### config.mk
export PLATFORM = sky130hd
export DESIGN_NAME = uart_rx
export DESIGN_NICKNAME = d
export VERILOG_FILES = /design/src/rtl/uart_rx.sv
export SDC_FILE = /design/constraint.sdc
export NUM_CORES = 1
export LEC_CHECK = 0
export BUFFER_PORTS_ARGS = -buffer_cell sky130_fd_sc_hd__clkbuf_2
export CAP_MARGIN = 20
export CELL_PAD_IN_SITES_DETAIL_PLACEMENT = 0
export CELL_PAD_IN_SITES_GLOBAL_PLACEMENT = 2
export CORE_ASPECT_RATIO = 0.75
export CORE_MARGIN = 4
export CORE_UTILIZATION = 32
export CTS_CLUSTER_DIAMETER = 150
export DETAILED_ROUTE_END_ITERATION = 10
export GPL_TIMING_DRIVEN = 0
export PLACE_DENSITY_LB_ADDON = 0.1
export REMOVE_ABC_BUFFERS = 1
export SLEW_MARGIN = 20
export SYNTH_ARGS = -nofsm -noshare
export SYNTH_HDL_FRONTEND = slang
export SYNTH_SLANG_ARGS = --single-unit
export TNS_END_PERCENT = 10
### constraint.sdc
create_clock -name clk_i -period 1.55 [get_ports clk_i]
set_input_delay 0.31 -clock clk_i [delete_from_list [all_inputs] [get_ports clk_i]]
set_output_delay 0.31 -clock clk_i [all_outputs]
set_load 0.02 [all_outputs]
### src/rtl/uart_rx.sv
// UART receiver: 2-flop input synchroniser, 16x-tick centre sampling, LSB-first framing, valid/ready output.
// Optional parity bit checking is enabled by defining UART_RX_PARITY_EN.
module uart_rx #(
    parameter int DATA_WIDTH = 8,
    parameter int OVERSAMPLE = 16,
    parameter int PARITY_ODD = 0
) (
    input  logic                  clk_i,
    input  logic                  rst_i,
    input  logic                  baud_en_i,
    input  logic                  rx_i,
    output logic [DATA_WIDTH-1:0] data_o,
    output logic                  valid_o,
    input  logic                  ready_i,
    output logic                  busy_o,
    output logic                  frame_err_o,
    output logic                  parity_err_o,
    output logic                  overrun_o
);

    localparam int CNT_W = $clog2(OVERSAMPLE);
    localparam int IDX_W = $clog2(DATA_WIDTH + 1);
    localparam logic [CNT_W-1:0] CNT_MID  = CNT_W'(OVERSAMPLE / 2 - 1);
    localparam logic [CNT_W-1:0] CNT_LAST = CNT_W'(OVERSAMPLE - 1);
    localparam logic [CNT_W-1:0] CNT_ONE  = CNT_W'(1);
    localparam logic [IDX_W-1:0] IDX_LAST = IDX_W'(DATA_WIDTH - 1);
    localparam logic [IDX_W-1:0] IDX_ONE  = IDX_W'(1);
    localparam logic             PAR_ODD_BIT = (PARITY_ODD != 0);

    typedef enum logic [2:0] {
        ST_IDLE  = 3'd0,
        ST_START = 3'd1,
        ST_DATA  = 3'd2,
        ST_STOP  = 3'd3
`ifdef UART_RX_PARITY_EN
        , ST_PARITY = 3'd4
`endif
    } state_t;

`ifdef UART_RX_PARITY_EN
    localparam state_t ST_AFTER_DATA = ST_PARITY;

    function automatic logic calc_parity(input logic [DATA_WIDTH-1:0] d, input logic odd);
        return (^d) ^ odd;
    endfunction
`else
    localparam state_t ST_AFTER_DATA = ST_STOP;
`endif

    state_t                state_r, state_next;
    logic [CNT_W-1:0]      cnt_r, cnt_next;
    logic [IDX_W-1:0]      idx_r, idx_next;
    logic [DATA_WIDTH-1:0] shift_r, shift_next;
    logic [1:0]            rx_sync_r;
    logic                  rx_s;
    logic [DATA_WIDTH-1:0] data_r;
    logic                  valid_r, busy_r, frame_err_r, overrun_r;
    logic                  stop_sample_s, load_s, overrun_s, frame_err_s;

    assign rx_s = rx_sync_r[1];

    // Two-flop synchroniser for the asynchronous line, idles high.
    always_ff @(posedge clk_i) begin
        if (rst_i) begin
            rx_sync_r <= 2'b11;
        end else begin
            rx_sync_r <= {rx_sync_r[0], rx_i};
        end
    end

    // FSM state, sample counter, bit index and shift register.
    always_ff @(posedge clk_i) begin
        if (rst_i) begin
            state_r <= ST_IDLE;
            cnt_r   <= '0;
            idx_r   <= '0;
            shift_r <= '0;
        end else begin
            state_r <= state_next;
            cnt_r   <= cnt_next;
            idx_r   <= idx_next;
            shift_r <= shift_next;
        end
    end

    // Next-state logic; everything holds between baud ticks.
    always_comb begin
        state_next = state_r;
        cnt_next   = cnt_r;
        idx_next   = idx_r;
        shift_next = shift_r;
        if (baud_en_i) begin
            case (state_r)
                ST_IDLE: begin
                    if (!rx_s) begin
                        state_next = ST_START;
                        cnt_next   = '0;
                    end else begin
                        cnt_next = '0;
                    end
                end
                ST_START: begin
                    if (cnt_r == CNT_MID) begin
                        cnt_next = '0;
                        if (!rx_s) begin
                            state_next = ST_DATA;
                            idx_next   = '0;
                        end else begin
                            state_next = ST_IDLE;
                        end
                    end else begin
                        cnt_next = cnt_r + CNT_ONE;
                    end
                end
                ST_DATA: begin
                    if (cnt_r == CNT_LAST) begin
                        cnt_next   = '0;
                        shift_next = {rx_s, shift_r[DATA_WIDTH-1:1]};
                        idx_next   = idx_r + IDX_ONE;
                        if (idx_r == IDX_LAST) begin
                            state_next = ST_AFTER_DATA;
                        end else begin
                            state_next = ST_DATA;
                        end
                    end else begin
                        cnt_next = cnt_r + CNT_ONE;
                    end
                end
`ifdef UART_RX_PARITY_EN
                ST_PARITY: begin
                    if (cnt_r == CNT_LAST) begin
                        cnt_next   = '0;
                        state_next = ST_STOP;
                    end else begin
                        cnt_next = cnt_r + CNT_ONE;
                    end
                end
`endif
                ST_STOP: begin
                    if (cnt_r == CNT_LAST) begin
                        cnt_next   = '0;
                        state_next = ST_IDLE;
                    end else begin
                        cnt_next = cnt_r + CNT_ONE;
                    end
                end
                default: begin
                    state_next = ST_IDLE;
                    cnt_next   = '0;
                end
            endcase
        end else begin
            state_next = state_r;
        end
    end

    // Stop-bit decisions: deliver, drop with overrun, or flag a framing error.
    always_comb begin
        load_s      = 1'b0;
        overrun_s   = 1'b0;
        frame_err_s = 1'b0;
        if (baud_en_i && (state_r == ST_STOP) && (cnt_r == CNT_LAST)) begin
            stop_sample_s = 1'b1;
        end else begin
            stop_sample_s = 1'b0;
        end
        if (stop_sample_s) begin
            if (rx_s) begin
                if (!valid_r || ready_i) begin
                    load_s = 1'b1;
                end else begin
                    overrun_s = 1'b1;
                end
            end else begin
                frame_err_s = 1'b1;
            end
        end else begin
            load_s = 1'b0;
        end
    end

    // Registered outputs and the valid/ready handshake.
    always_ff @(posedge clk_i) begin
        if (rst_i) begin
            data_r      <= '0;
            valid_r     <= 1'b0;
            busy_r      <= 1'b0;
            frame_err_r <= 1'b0;
            overrun_r   <= 1'b0;
        end else begin
            busy_r      <= (state_next != ST_IDLE);
            frame_err_r <= frame_err_s;
            overrun_r   <= overrun_s;
            if (load_s) begin
                data_r  <= shift_r;
                valid_r <= 1'b1;
            end else if (ready_i) begin
                valid_r <= 1'b0;
            end else begin
                valid_r <= valid_r;
            end
        end
    end

`ifdef UART_RX_PARITY_EN
    logic parity_bit_r, parity_err_r;

    // Capture the parity bit and compare it when the stop bit is sampled.
    always_ff @(posedge clk_i) begin
        if (rst_i) begin
            parity_bit_r <= 1'b0;
            parity_err_r <= 1'b0;
        end else begin
            if (baud_en_i && (state_r == ST_PARITY) && (cnt_r == CNT_LAST)) begin
                parity_bit_r <= rx_s;
            end else begin
                parity_bit_r <= parity_bit_r;
            end
            parity_err_r <= stop_sample_s && (calc_parity(shift_r, PAR_ODD_BIT) != parity_bit_r);
        end
    end

    assign parity_err_o = parity_err_r;
`else
    assign parity_err_o = 1'b0 & PAR_ODD_BIT;
`endif

    assign data_o      = data_r;
    assign valid_o     = valid_r;
    assign busy_o      = busy_r;
    assign frame_err_o = frame_err_r;
    assign overrun_o   = overrun_r;

endmodule
[Word-level counts from Yosys, hierarchy flattened]
Cells that the tools add are included.
Cells by class
  equal/unequal tests: 9
  $add $sub $neg: 2
  bitwise operators: 2
  muxes and demuxes: 23
  reduce and logical (&&, ||, !) cells: 13
Operators with widths (number)
  $mux 4: 5
  $pmux 4 s2: 2
  $mux 3: 5
  $pmux 3 s4: 1
  $mux 1: 9
  $add 4x1->4 const B: 2
  $eq 4x3->1 const B: 2
  $eq 3x2->1 const B: 2
  $ne 2x2->1 const B: 3
  $reduce_and 5->1: 1
  $eq 4x4->1 const B: 1
  $reduce_bool 2->1: 2
  $reduce_or 2->1: 2
  $eq 3x1->1 const B: 1
  $logic_not 3->1: 1
  $reduce_and 3->1: 1
  $reduce_bool 3->1: 1
  $reduce_or 3->1: 1
  $logic_and 1x1->1: 2
  $mux 2: 1
  $not 1->1: 2
  $logic_not 1->1: 1
  $logic_or 1x1->1: 1
Word-level totals
  bits in registers: 33
  output and inout port bits: 13
  logic and storage cells: 59

[Logic depth before layout (Yosys ltp)]
Gate-level depths: netlist of run 1.
  depth after elaboration: 6
  depth in mapped cells: 6

[Worst setup path before layout of run 1]
Ideal clock, no wire load.
  path type: reg-to-reg
  start: reg cnt_r[0]
  end: reg busy_r, in the netlist busy_o
  cell stages (with the launch flop): 6
  buffers on the path: 0
  library setup time: 0.058 ns
  data arrival time: 1.617 ns
  path slack: -0.124 ns
  period minus slack after synthesis: 1.674 ns
  path through: dfxtp_1 -> ha_1 -> and3_4 -> or4b_4 -> a311oi_2 -> or3b_1
Between the ends
  cells in the longest elaborated chain, start to end: 5
  elaborated cells between the ends (all ways): 8
  classes of those cells: eq/ne (2); mux (5); reduce/logical (1)
RTL lines
  start, declared: RTL line 51  | logic [CNT_W-1:0] cnt_r, cnt_next;
  start signal, assigned: RTL line 80  | cnt_r <= cnt_next;
  $eq 4x4->1 / $eq 4x3->1 (equally long branches): RTL line 116, 140, 103
  $mux 3 (on tied branches): RTL line 140, 103, 116
  $pmux 3 s4 (*): RTL line 93  | case (state_r)
  $mux 3 (*): RTL line 92  | if (baud_en_i) begin
  $reduce_bool 3->1 (*): RTL line 191  | busy_r <= (state_next != ST_IDLE);
  end signal, assigned: RTL line 191
  end, declared: RTL line 57  | logic valid_r, busy_r, frame_err_r, overrun_r;
Mark *: on every way between the ends. The rest lies on a longest branch, timed or not.
A chain may end at the register's enable or synchronous reset.

[Worst setup path after layout of run 1]
Same ends and word-level chain as after synthesis.

==> flow_summary_export.csv, run 1 <==
group,metric,value,unit
route,drc_errors,0,
timing,finalCriticalPeriod,1640,ps
critical_path,worstReg2RegEnd,"busy_o",
route,drt_pre_antenna_iters,4,
synthesis,syn_inst,147,
route,drt.antenna.violating_nets,0,
critical_path,critical_path_required,1770,ps
critical_path,critPathCaptureType,"register",
route,wl_per_cell,13.1,um
run_status,status,"finished, violations left",
global_route,antenna_found_initial,0,
cells_and_area,layout-drive-gt1-share,0.315,
critical_path,cp_max_fo,3,
timing,fin_setup_tns,-222,ps
global_route,grt_usage,0.116,
synthesis,synth-edff-count,0,
worst_hold_path,hold_end,"rx_sync_r[0]",
timing,slew_violations,0,
cells_and_area,utilization,0.424,
floorplan,chipWidth,85.8,um
cells_and_area,antenna_cells,0,
timing,skew,4.93,ps
global_route,overflow,0,
floorplan,die_h,66.3,um
timing,max-slew-margin-rel,0.521,
placement,place_hpwl,1950,um
critical_path,crit_start,"cnt_r[0]",
floorplan,start_util,0.345,
worst_hold_path,worstHoldStart,"rx_i",
worst_hold_path,min_path_type,"primary input to register",
route,finalWirelength,2920,um
critical_path,start_kind,"register",
run,drv_cap,0,
route,via_per_inst,4.90,
clocking,clk_pin_slew,70,ps
timing,max_slew.worst_pin.slew,719,ps
synthesis,ys_types,43,
clocking,cts_tree,"done",
synthesis,synthFlopType,"dfxtp_1",
placement,pre_cts_slack,-405,ps
synthesis,yosysWarnings,0,
timing,hold_viol,0,
global_route,grt_max_degree,36,
floorplan,rows,20,
placement,gp_congestion,0.721,
synthesis,syn-cell-area,1450,um^2
critical_path,crit_type,"register to register",
timing,rsz0062_at_grt,"yes",
cells_and_area,area_growth,22.8,%
worst_hold_path,hold_depth,2,
global_route,grt_pass1_wl,5060,um
synthesis,synth_area_per_cell,9.87,um^2
power_and_ir_drop,peakVddDrop,0.600,mV
synthesis,ys_ff_latch,33,
run_status,violations,"setup timing",
clocking,cts_buffers,5,
floorplan,io_pins,18,
clocking,root_buffer,"clkbuf_8",
timing,post-route-period-util,1.06,
placement,placement.io_buffers,16,
critical_path,r2r_slack,-90,ps
critical_path,reg2reg_from,"cnt_r[0]",
route,drt-initial-drc-count,70,
timing,fmax,0.611,GHz
power_and_ir_drop,leakagePower,0.000771,uW
timing,final-setup-viol-count,12,
floorplan,die_area,5690,um^2
clocking,clk-insertion-delay-late,280,ps
clocking,clock_path_buffers,2,
global_route,first_global_vias,1069,
critical_path,worst_ep_arrival_time,1860,ps
cells_and_area,finalNetCount,174,
floorplan,core_area,4200,um^2
route,num_vias,1092,
cells_and_area,fillers,420,
clocking,cts_max_level,2,
clocking,cts_sinks,33,
critical_path,rr_worst_depth,5,
synthesis,ys_seq_area_frac,0.455,
timing,setup_slack,-87.5,ps
power_and_ir_drop,power.density,968,nW/um^2
synthesis,async_reset_ff_frac,0,
-- final cells by class --
type | instances | area [um^2] | share of cell area
Clock buffer | 7 | 86.3 | 0.0484
Clock inverter | 1 | 30.0 | 0.0168
Inverter | 2 | 7.51 | 0.00421
Multi-Input combinational cell | 102 | 779 | 0.437
Sequential cell | 33 | 678 | 0.380
Tap cell | 55 | 68.8 | 0.0386
Timing Repair Buffer | 23 | 133 | 0.0744
-- synthesized netlist by cell type (all sizes together), types with 2 or more instances --
cell,count,area share
o31ai,2,0.010
nand3,3,0.010
or4b,2,0.016
nand4,3,0.017
nand2b,3,0.013
and2,3,0.013
a22oi,2,0.010
a311oi,2,0.016
and3,2,0.012
or2,2,0.0086
ha,2,0.017
nor2,25,0.065
dfxtp,33,0.46
mux2i,18,0.12
nor3b,4,0.024
nand2,5,0.013
and4b,3,0.021
buf,7,0.034
or3b,2,0.012
a21oi,3,0.010
clkbuf,3,0.0078
inv,2,0.0052
nor3,2,0.0069
o21ai,2,0.0069
-- how the worst max path moves through the flow --
stage,end,slack [ps],cells after the start
floorplan,busy_o,-120,5
global placement,idx_r[2],-380,5
detailed placement,idx_r[2],-400,5
CTS,busy_o,-140,5
global route,busy_o,-170,5
finish,busy_o,-90,5
-- stage by stage --
stage | instance area [um^2] | power [uW] | hold WS, ps | std cells
floorplan | 1390 | 895 | 379 | 137
global placement | 1540 | 921 | 404 | 208
detailed placement | 1540 | 921 | 401 | 208
CTS | 1750 | 1750 | 209 | 222
global route | 1780 | 1790 | 212 | 223
finish | 1780 | 1730 | 217 | 223
-- worst max-delay path: stages (launching register included) --
cell and delay [ps]:
dfxtp_4 350, ha_4 160, and3_4 180, or4b_4 480, a311oi_2 270, or3b_1 150
-- kinds of logic (layout without fill, tap and decap cells) --
| family | after synthesis | after routing | share of synthesized area |
|---|---|---|---|
| other | 1 | 1 | 0.00258 |
| multiplexers | 19 | 19 | 0.132 |
| AO/OA/AOI/OAI | 17 | 17 | 0.0888 |
| AND/OR/NAND/NOR | 63 | 63 | 0.258 |
| adder cells (fa/ha/maj) | 2 | 2 | 0.0172 |
| buffers and inverters | 12 | 33 | 0.0465 |
| flip-flops | 33 | 33 | 0.455 |
-- placed cells by master, fill, tap and decap left out, types with 3 or more instances in the layout --
cell / count
a21oi_1: 3
nand2b_1: 3
clkbuf_2: 16
nor3b_1: 3
nand2_1: 5
and2_1: 3
buf_4: 7
clkbuf_8: 6
dfxtp_4: 4
mux2i_1: 18
nor2_1: 25
dfxtp_1: 27
-- where the power goes --
part	switching, uW	internal (uW)
registers	6.14	847
clock network	301	524
logic	31.4	16.5
-- repair_timing --
item	4_1_cts	5_1_grt
resized for setup	16	5
setup endpoints to repair	26	26
buffers inserted	6	1
hold buffers	0	0
pin swaps	3	4
-- flip-flops by register name, summed over array words and instances (netlist names) --
name	cells
busy_o	1
cnt_r	4
data_o	8
frame_err_o	1
idx_r	4
overrun_o	1
rx_sync_r	2
shift_r	8
state_r	3
valid_o	1
-- layer usage --
layer  share of wire  track usage
met1            0.51        0.146
met2            0.43        0.180
met3           0.044       0.0461
met4          0.0065       0.0356
met5               0            0
Note: power is estimated with default switching activity, not from simulation.
==> run 2, diff against run 1 <==
--- a/config.mk
+++ b/config.mk
@@ -5,13 +5,15 @@
 export SDC_FILE = /design/constraint.sdc
 export NUM_CORES = 1
 export LEC_CHECK = 0
+export ABC_AREA = 1
 export BUFFER_PORTS_ARGS = -buffer_cell sky130_fd_sc_hd__clkbuf_2
 export CAP_MARGIN = 20
 export CELL_PAD_IN_SITES_DETAIL_PLACEMENT = 0
 export CELL_PAD_IN_SITES_GLOBAL_PLACEMENT = 2
 export CORE_ASPECT_RATIO = 0.75
 export CORE_MARGIN = 4
-export CORE_UTILIZATION = 32
+export CORE_UTILIZATION = 29
+export CTS_BUF_LIST = sky130_fd_sc_hd__clkbuf_16
 export CTS_CLUSTER_DIAMETER = 150
 export DETAILED_ROUTE_END_ITERATION = 10
 export GPL_TIMING_DRIVEN = 0
==> run 2 against run 1 <==
Compared with the run above:
- the run now ends clean
- die area grew 8.5%
- sequential share of layout area shrank 0.23 points
- global-route usage shrank 0.23 points
- non-clock buffer count shrank 5
- critical path depth grew 3
- combinational power grew 17%
- cell area shrank 1.6%
- utilization shrank 4.5 points
- synthesized cell count grew 31%
- setup slack gained 200 ps
- largest cell class unchanged
- highest routed layer unchanged
==> flow_summary_export.csv, run 2 <==
group,metric,value,unit
run_status,status,"completed",
global_route,grt_pass1_wl,5390,um
clocking,clk-insertion-delay-late,270,ps
route,drt.antenna.violating_nets,0,
synthesis,yosysWarnings,0,
critical_path,critPathTopFamily,"simple AND/OR/NAND/NOR gates",
run,drv_cap,0,
route,drt_pre_antenna_iters,4,
route,via_per_inst,4.69,
worst_hold_path,worstHoldStart,"rx_i",
floorplan,die_area,6170,um^2
cells_and_area,layout-drive-gt1-share,0.228,
critical_path,cp.buffers_inverters,1,
critical_path,reg2reg_from,"cnt_r[0]",
timing,post-route-period-util,0.925,
route,drc_errors,0,
route,num_vias,1276,
critical_path,crit_start,"cnt_r[0]",
power_and_ir_drop,peakVddDrop,0.634,mV
floorplan,rows,21,
critical_path,crit_type,"register to register",
clocking,clk_pin_slew,50,ps
critical_path,cp_slowest_stage_delay,350,ps
worst_hold_path,min_path_type,"primary input to register",
synthesis,syn-cell-area,1440,um^2
global_route,first_global_vias,1143,
synthesis,synthFlopType,"dfxtp_1",
floorplan,chipWidth,89.4,um
synthesis,ys_types,25,
synthesis,yosys.area.top_type,"dfxtp_1",
critical_path,critPathCaptureType,"register",
timing,final-setup-viol-count,0,
clocking,cts_max_level,2,
cells_and_area,fillers,498,
critical_path,cp_common_cell,"nand2_4",
synthesis,synth-edff-count,0,
route,finalWirelength,3270,um
power_and_ir_drop,totalPowerFinal,1840,uW
critical_path,cp_max_fo,8,
floorplan,core_area,4620,um^2
power_and_ir_drop,leakagePower,0.000771,uW
cells_and_area,utilization,0.379,
timing,skew,3.83,ps
synthesis,syn_inst,193,
synthesis,synth_common_cells,"nand2_1, dfxtp_1, nor2_1",
power_and_ir_drop,power.density,1050,nW/um^2
synthesis,yosys.cell_count.top_type,"nand2_1",
critical_path,critical_path.slowest_cell,"dfxtp_2",
placement,place_hpwl,2360,um
clocking,cts_buffers,5,
placement,gp_congestion,0.799,
critical_path,critical_path_required,1690,ps
global_route,grt_usage,0.113,
synthesis,synth_top_area_frac,0.459,
cells_and_area,antenna_cells,0,
floorplan,start_util,0.311,
clocking,root_buffer,"clkbuf_16",
synthesis,ys_seq_area_frac,0.459,
clocking,clock_path_buffers,2,
global_route,overflow,0,
cells_and_area,most-common-layout-cells,"nand2_1, dfxtp_1, nor2_1",
synthesis,synth_area_per_cell,7.46,um^2
clocking,cts_tree,"done",
floorplan,io_pins,18,
timing,slew_violations,0,
global_route,grt_max_degree,22,
clocking,cts_hold_buf,0,
timing,fin_setup_tns,0,ps
synthesis,yosys-top-cells-area,"dfxtp_1, nand2_1, nor2_1, nand3_1, a21oi_1",
global_route,antenna_found_initial,0,
timing,finalCriticalPeriod,1430,ps
cells_and_area,area_growth,21.8,%
timing,hold_viol,0,
route,wl_per_cell,12.0,um
floorplan,die_h,69.0,um
critical_path,worst_ep_arrival_time,1570,ps
cells_and_area,final_common_cell,"nand2_1",
synthesis,async_reset_ff_frac,0,
route,drt-initial-drc-count,49,
timing,fmax,0.698,GHz
placement,placement.io_buffers,16,
cells_and_area,finalNetCount,221,
synthesis,ys_ff_latch,33,
critical_path,start_kind,"register",
clocking,cts_sinks,33,
critical_path,path_cells,"ha_2 > nand3_2 > inv_2 > nand2_4 > nor2_8 > nand2_4 > nand2_1 > a21oi_1",
## run 2: final timing paths
check                               endpoint  slack [ps]  cells after the start
worst max-delay path               data_o[3]         120                      8
worst min-delay path            rx_sync_r[0]         220                      2
worst max register to register     data_o[3]         120                      8
worst min register to register  rx_sync_r[1]         420                      1
## run 2: what timing repair did
| item | 4_1_cts | 5_1_grt |
|---|---|---|
| setup endpoints to repair | 15 | 21 |
| endpoints found under the hold margin | 0 | 0 |
| gates cloned | 0 | 1 |
| pin swaps | 1 | 2 |
| resized for setup | 2 | 5 |
| setup buffers | 2 | 0 |
## run 2: final cells by class
| type | count | area [um^2] | area share |
|---|---|---|---|
| multi-input combinational | 140 | 726 | 0.414 |
| sequential | 33 | 663 | 0.378 |
| clock inverter | 3 | 13.8 | 0.00785 |
| inverter | 16 | 60.1 | 0.0342 |
| tap | 57 | 71.3 | 0.0407 |
| timing repair buffer | 18 | 95.1 | 0.0542 |
| clock buffer | 5 | 125 | 0.0713 |
## run 2: report_power, final
part	switching [uW]	internal, uW
logic	41.4	14.7
clock network	349	582
registers	3.68	854
total	394	1450
## run 2: cells by family after synthesis
| group | after synthesis | synth area share |
|---|---|---|
| flops | 33 | 0.459 |
| buf+inv | 21 | 0.0573 |
| fa+ha+maj | 2 | 0.0174 |
| simple gates | 105 | 0.347 |
| xor+xnor | 2 | 0.0122 |
| compound gates | 29 | 0.105 |
| other cells | 1 | 0.00260 |
## run 2: per-layer routing
layer | part of all wire | vias to the layer above | GRT usage
met3 | 0.049 | 8 | 0.0357
met1 | 0.55 | 579 | 0.170
met4 | 0.019 | 0 | 0.0545
met2 | 0.38 | 18 | 0.142
met5 | 0 | - | 0
li1 | - | 671 | -
## run 2: metrics by stage
step           hold WS, ps  worst slack, ps  cell area (um^2)  cells
6_report               221              116              1750    272
5_1_grt                227            -1.91              1750    272
4_1_cts                213             14.1              1730    271
3_5_place_dp           409            -74.6              1570    261
3_3_place_gp           402            -76.3              1570    261
2_1_floorplan          379              218              1420    188
==> run 3, diff against run 2 <==
--- a/config.mk
+++ b/config.mk
@@ -11,13 +11,13 @@
 export CELL_PAD_IN_SITES_DETAIL_PLACEMENT = 0
 export CELL_PAD_IN_SITES_GLOBAL_PLACEMENT = 2
 export CORE_ASPECT_RATIO = 0.75
-export CORE_MARGIN = 4
 export CORE_UTILIZATION = 29
 export CTS_BUF_LIST = sky130_fd_sc_hd__clkbuf_16
 export CTS_CLUSTER_DIAMETER = 150
 export DETAILED_ROUTE_END_ITERATION = 10
 export GPL_TIMING_DRIVEN = 0
-export PLACE_DENSITY_LB_ADDON = 0.1
+export PLACE_DENSITY = 0.76
+export RECOVER_POWER = 100
 export REMOVE_ABC_BUFFERS = 1
 export SLEW_MARGIN = 20
 export SYNTH_ARGS = -nofsm -noshare
==> run 3 against run 2 <==
Compared with the run above:
- cell count down 0.37%
- via count down 0.78%
- count of clock-buffer cells in the layout unchanged
- critical endpoint is now shift_r[7]
- largest power group unchanged
==> flow_summary_export.csv, run 3 (synthesis results as in run 2) <==
group,metric,value,unit
worst_hold_path,hold_end,"rx_sync_r[0]",
floorplan,die_area,5250,um^2
floorplan,chipWidth,83.4,um
run_status,status,"completed",
cells_and_area,most-common-layout-cells,"nand2_1, dfxtp_1, nor2_1",
route,drc_errors,0,
global_route,grt_max_degree,22,
timing,fmax,0.700,GHz
cells_and_area,area_growth,23.5,%
global_route,grt_usage,0.134,
clocking,cts_max_level,2,
floorplan,core_area,4620,um^2
timing,fin_setup_tns,0,ps
global_route,grt_util_met3,0.0502,
global_route,first_global_vias,1197,
floorplan,die_h,63.0,um
clocking,cts_tree,"done",
placement,placement.io_buffers,16,
route,finalWirelength,3150,um
critical_path,start_kind,"register",
global_route,antenna_found_initial,0,
timing,rsz0062_at_grt,"no",
clocking,clk-insertion-delay-late,280,ps
power_and_ir_drop,p_sw_frac,0.180,
clocking,cts_sinks,33,
power_and_ir_drop,p_clk_frac,0.581,
cells_and_area,layout-drive-gt1-share,0.178,
critical_path,reg2reg_from,"cnt_r[0]",
power_and_ir_drop,power.density,1230,nW/um^2
worst_hold_path,hold_depth,2,
floorplan,io_pins,18,
cells_and_area,fillers,490,
critical_path,crit_type,"register to register",
global_route,gr-usage-met1,0.179,
route,num_vias,1266,
critical_path,rr_worst_depth,8,
timing,slew_violations,0,
cells_and_area,antenna_cells,0,
critical_path,critical_path_required,1760,ps
power_and_ir_drop,leakagePower,0.000734,uW
worst_hold_path,worstHoldStart,"rx_i",
timing,skew,3.80,ps
cells_and_area,finalNetCount,220,
global_route,grt_busiest_layer,"met2",
floorplan,start_util,0.311,
global_route,grt.met2_usage,0.190,
route,wl_per_cell,11.6,um
power_and_ir_drop,combPwrFrac,0.026,
global_route,grt_pass1_wl,5570,um
clocking,cts_buffers,5,
route,drt_pre_antenna_iters,4,
cells_and_area,final_common_cell,"nand2_1",
clocking,clk_pin_slew,50,ps
cells_and_area,utilization,0.384,
timing,post-route-period-util,0.922,
floorplan,rows,21,
timing,final-setup-viol-count,0,
critical_path,r2r_slack,120,ps
worst_hold_path,min_path_type,"primary input to register",
timing,hold_viol,0,
cells_and_area,multi_input_area,713,um^2
placement,gp_congestion,0.843,
route,drt-initial-drc-count,91,
run,drv_cap,0,
critical_path,critPathCaptureType,"register",
timing,finalCriticalPeriod,1430,ps
clocking,clock_path_buffers,2,
power_and_ir_drop,power.switching,393,uW
power_and_ir_drop,seqPwrFrac,0.394,
clocking,root_buffer,"clkbuf_16",
placement,place_hpwl,2300,um
route,drt.antenna.violating_nets,0,
global_route,overflow,0,
critical_path,cp_max_fo,7,
route,via_per_inst,4.67,
power_and_ir_drop,p_int,1790,uW
critical_path,worst_ep_arrival_time,1640,ps
power_and_ir_drop,peakVddDrop,0.568,mV
critical_path,worstReg2RegEnd,"shift_r[7]",
cells_and_area,regArea,663,um^2
## run 3: cell count changes in the layout (fill, tap and decap cells not counted), sizes merged
cell / change
bufinv: +2
clkinv: -1
inv: -1
nor2: -1
## run 3: cell type report
| cell class | count | share of cell area |
|---|---|---|
| Inverter | 16 | 0.0338 |
| Clock inverter | 3 | 0.0366 |
| Tap cell | 57 | 0.0401 |
| Clock buffer | 5 | 0.0704 |
| Sequential cell | 33 | 0.373 |
| Timing Repair Buffer | 18 | 0.0450 |
| Multi-Input combinational cell | 139 | 0.401 |
## run 3: how the worst max path moves through the flow
| stage | start | end | slack, ps |
|---|---|---|---|
| after floorplan | cnt_r[0] | data_o[0] | 220 |
| after global placement | cnt_r[0] | data_o[7] | -20 |
| after detailed placement | cnt_r[0] | data_o[2] | -40 |
| after CTS | cnt_r[0] | data_o[2] | 7 |
| after global routing | cnt_r[0] | shift_r[7] | 10 |
| final | cnt_r[0] | shift_r[7] | 120 |
## run 3: per-stage QoR
step / cells / hold slack (ps) / worst slack [ps] / power, uW / area (um^2)
CTS: 269 / 211 / 6.53 / 2200 / 1760
finish: 271 / 213 / 121 / 2180 / 1780
detailed placement: 261 / 402 / -43.7 / 931 / 1570
global placement: 261 / 404 / -16.6 / 930 / 1570
floorplan: 188 / 379 / 218 / 907 / 1420
global route: 271 / 214 / 13.0 / 2250 / 1780
## run 3: power groups by stage
stage | Combinational, uW | Clock [uW] | Sequential, uW
after floorplan | 31.0 | 0 | 876
after global placement | 54.8 | 0 | 875
after detailed placement | 55.4 | 0 | 875
after CTS | 55.3 | 1290 | 858
after global routing | 62.3 | 1330 | 858
final | 55.7 | 1260 | 858
## run 3: worst max-delay path, cell delays in order (launching register included)
cell	delay, ps
dfxtp_2	350
ha_2	200
nand3_2	130
inv_2	100
nand2_2	80
nor2_4	180
buf_4	140
o21ai_0	60
a21oi_1	120
## run 3: timing repair
| item | CTS | global route |
|---|---|---|
| hold buffers | 0 | 0 |
| pin swaps | 0 | 2 |
| buffers inserted | 0 | 2 |
| endpoints found under the setup margin | 13 | 23 |
| gates resized for setup | 1 | 6 |
## run 3: per-layer routing
metal,vias up,part of all wire
met5,-,0
met4,0,0.019
met3,7,0.048
met2,22,0.40
met1,577,0.53
li1,660,-
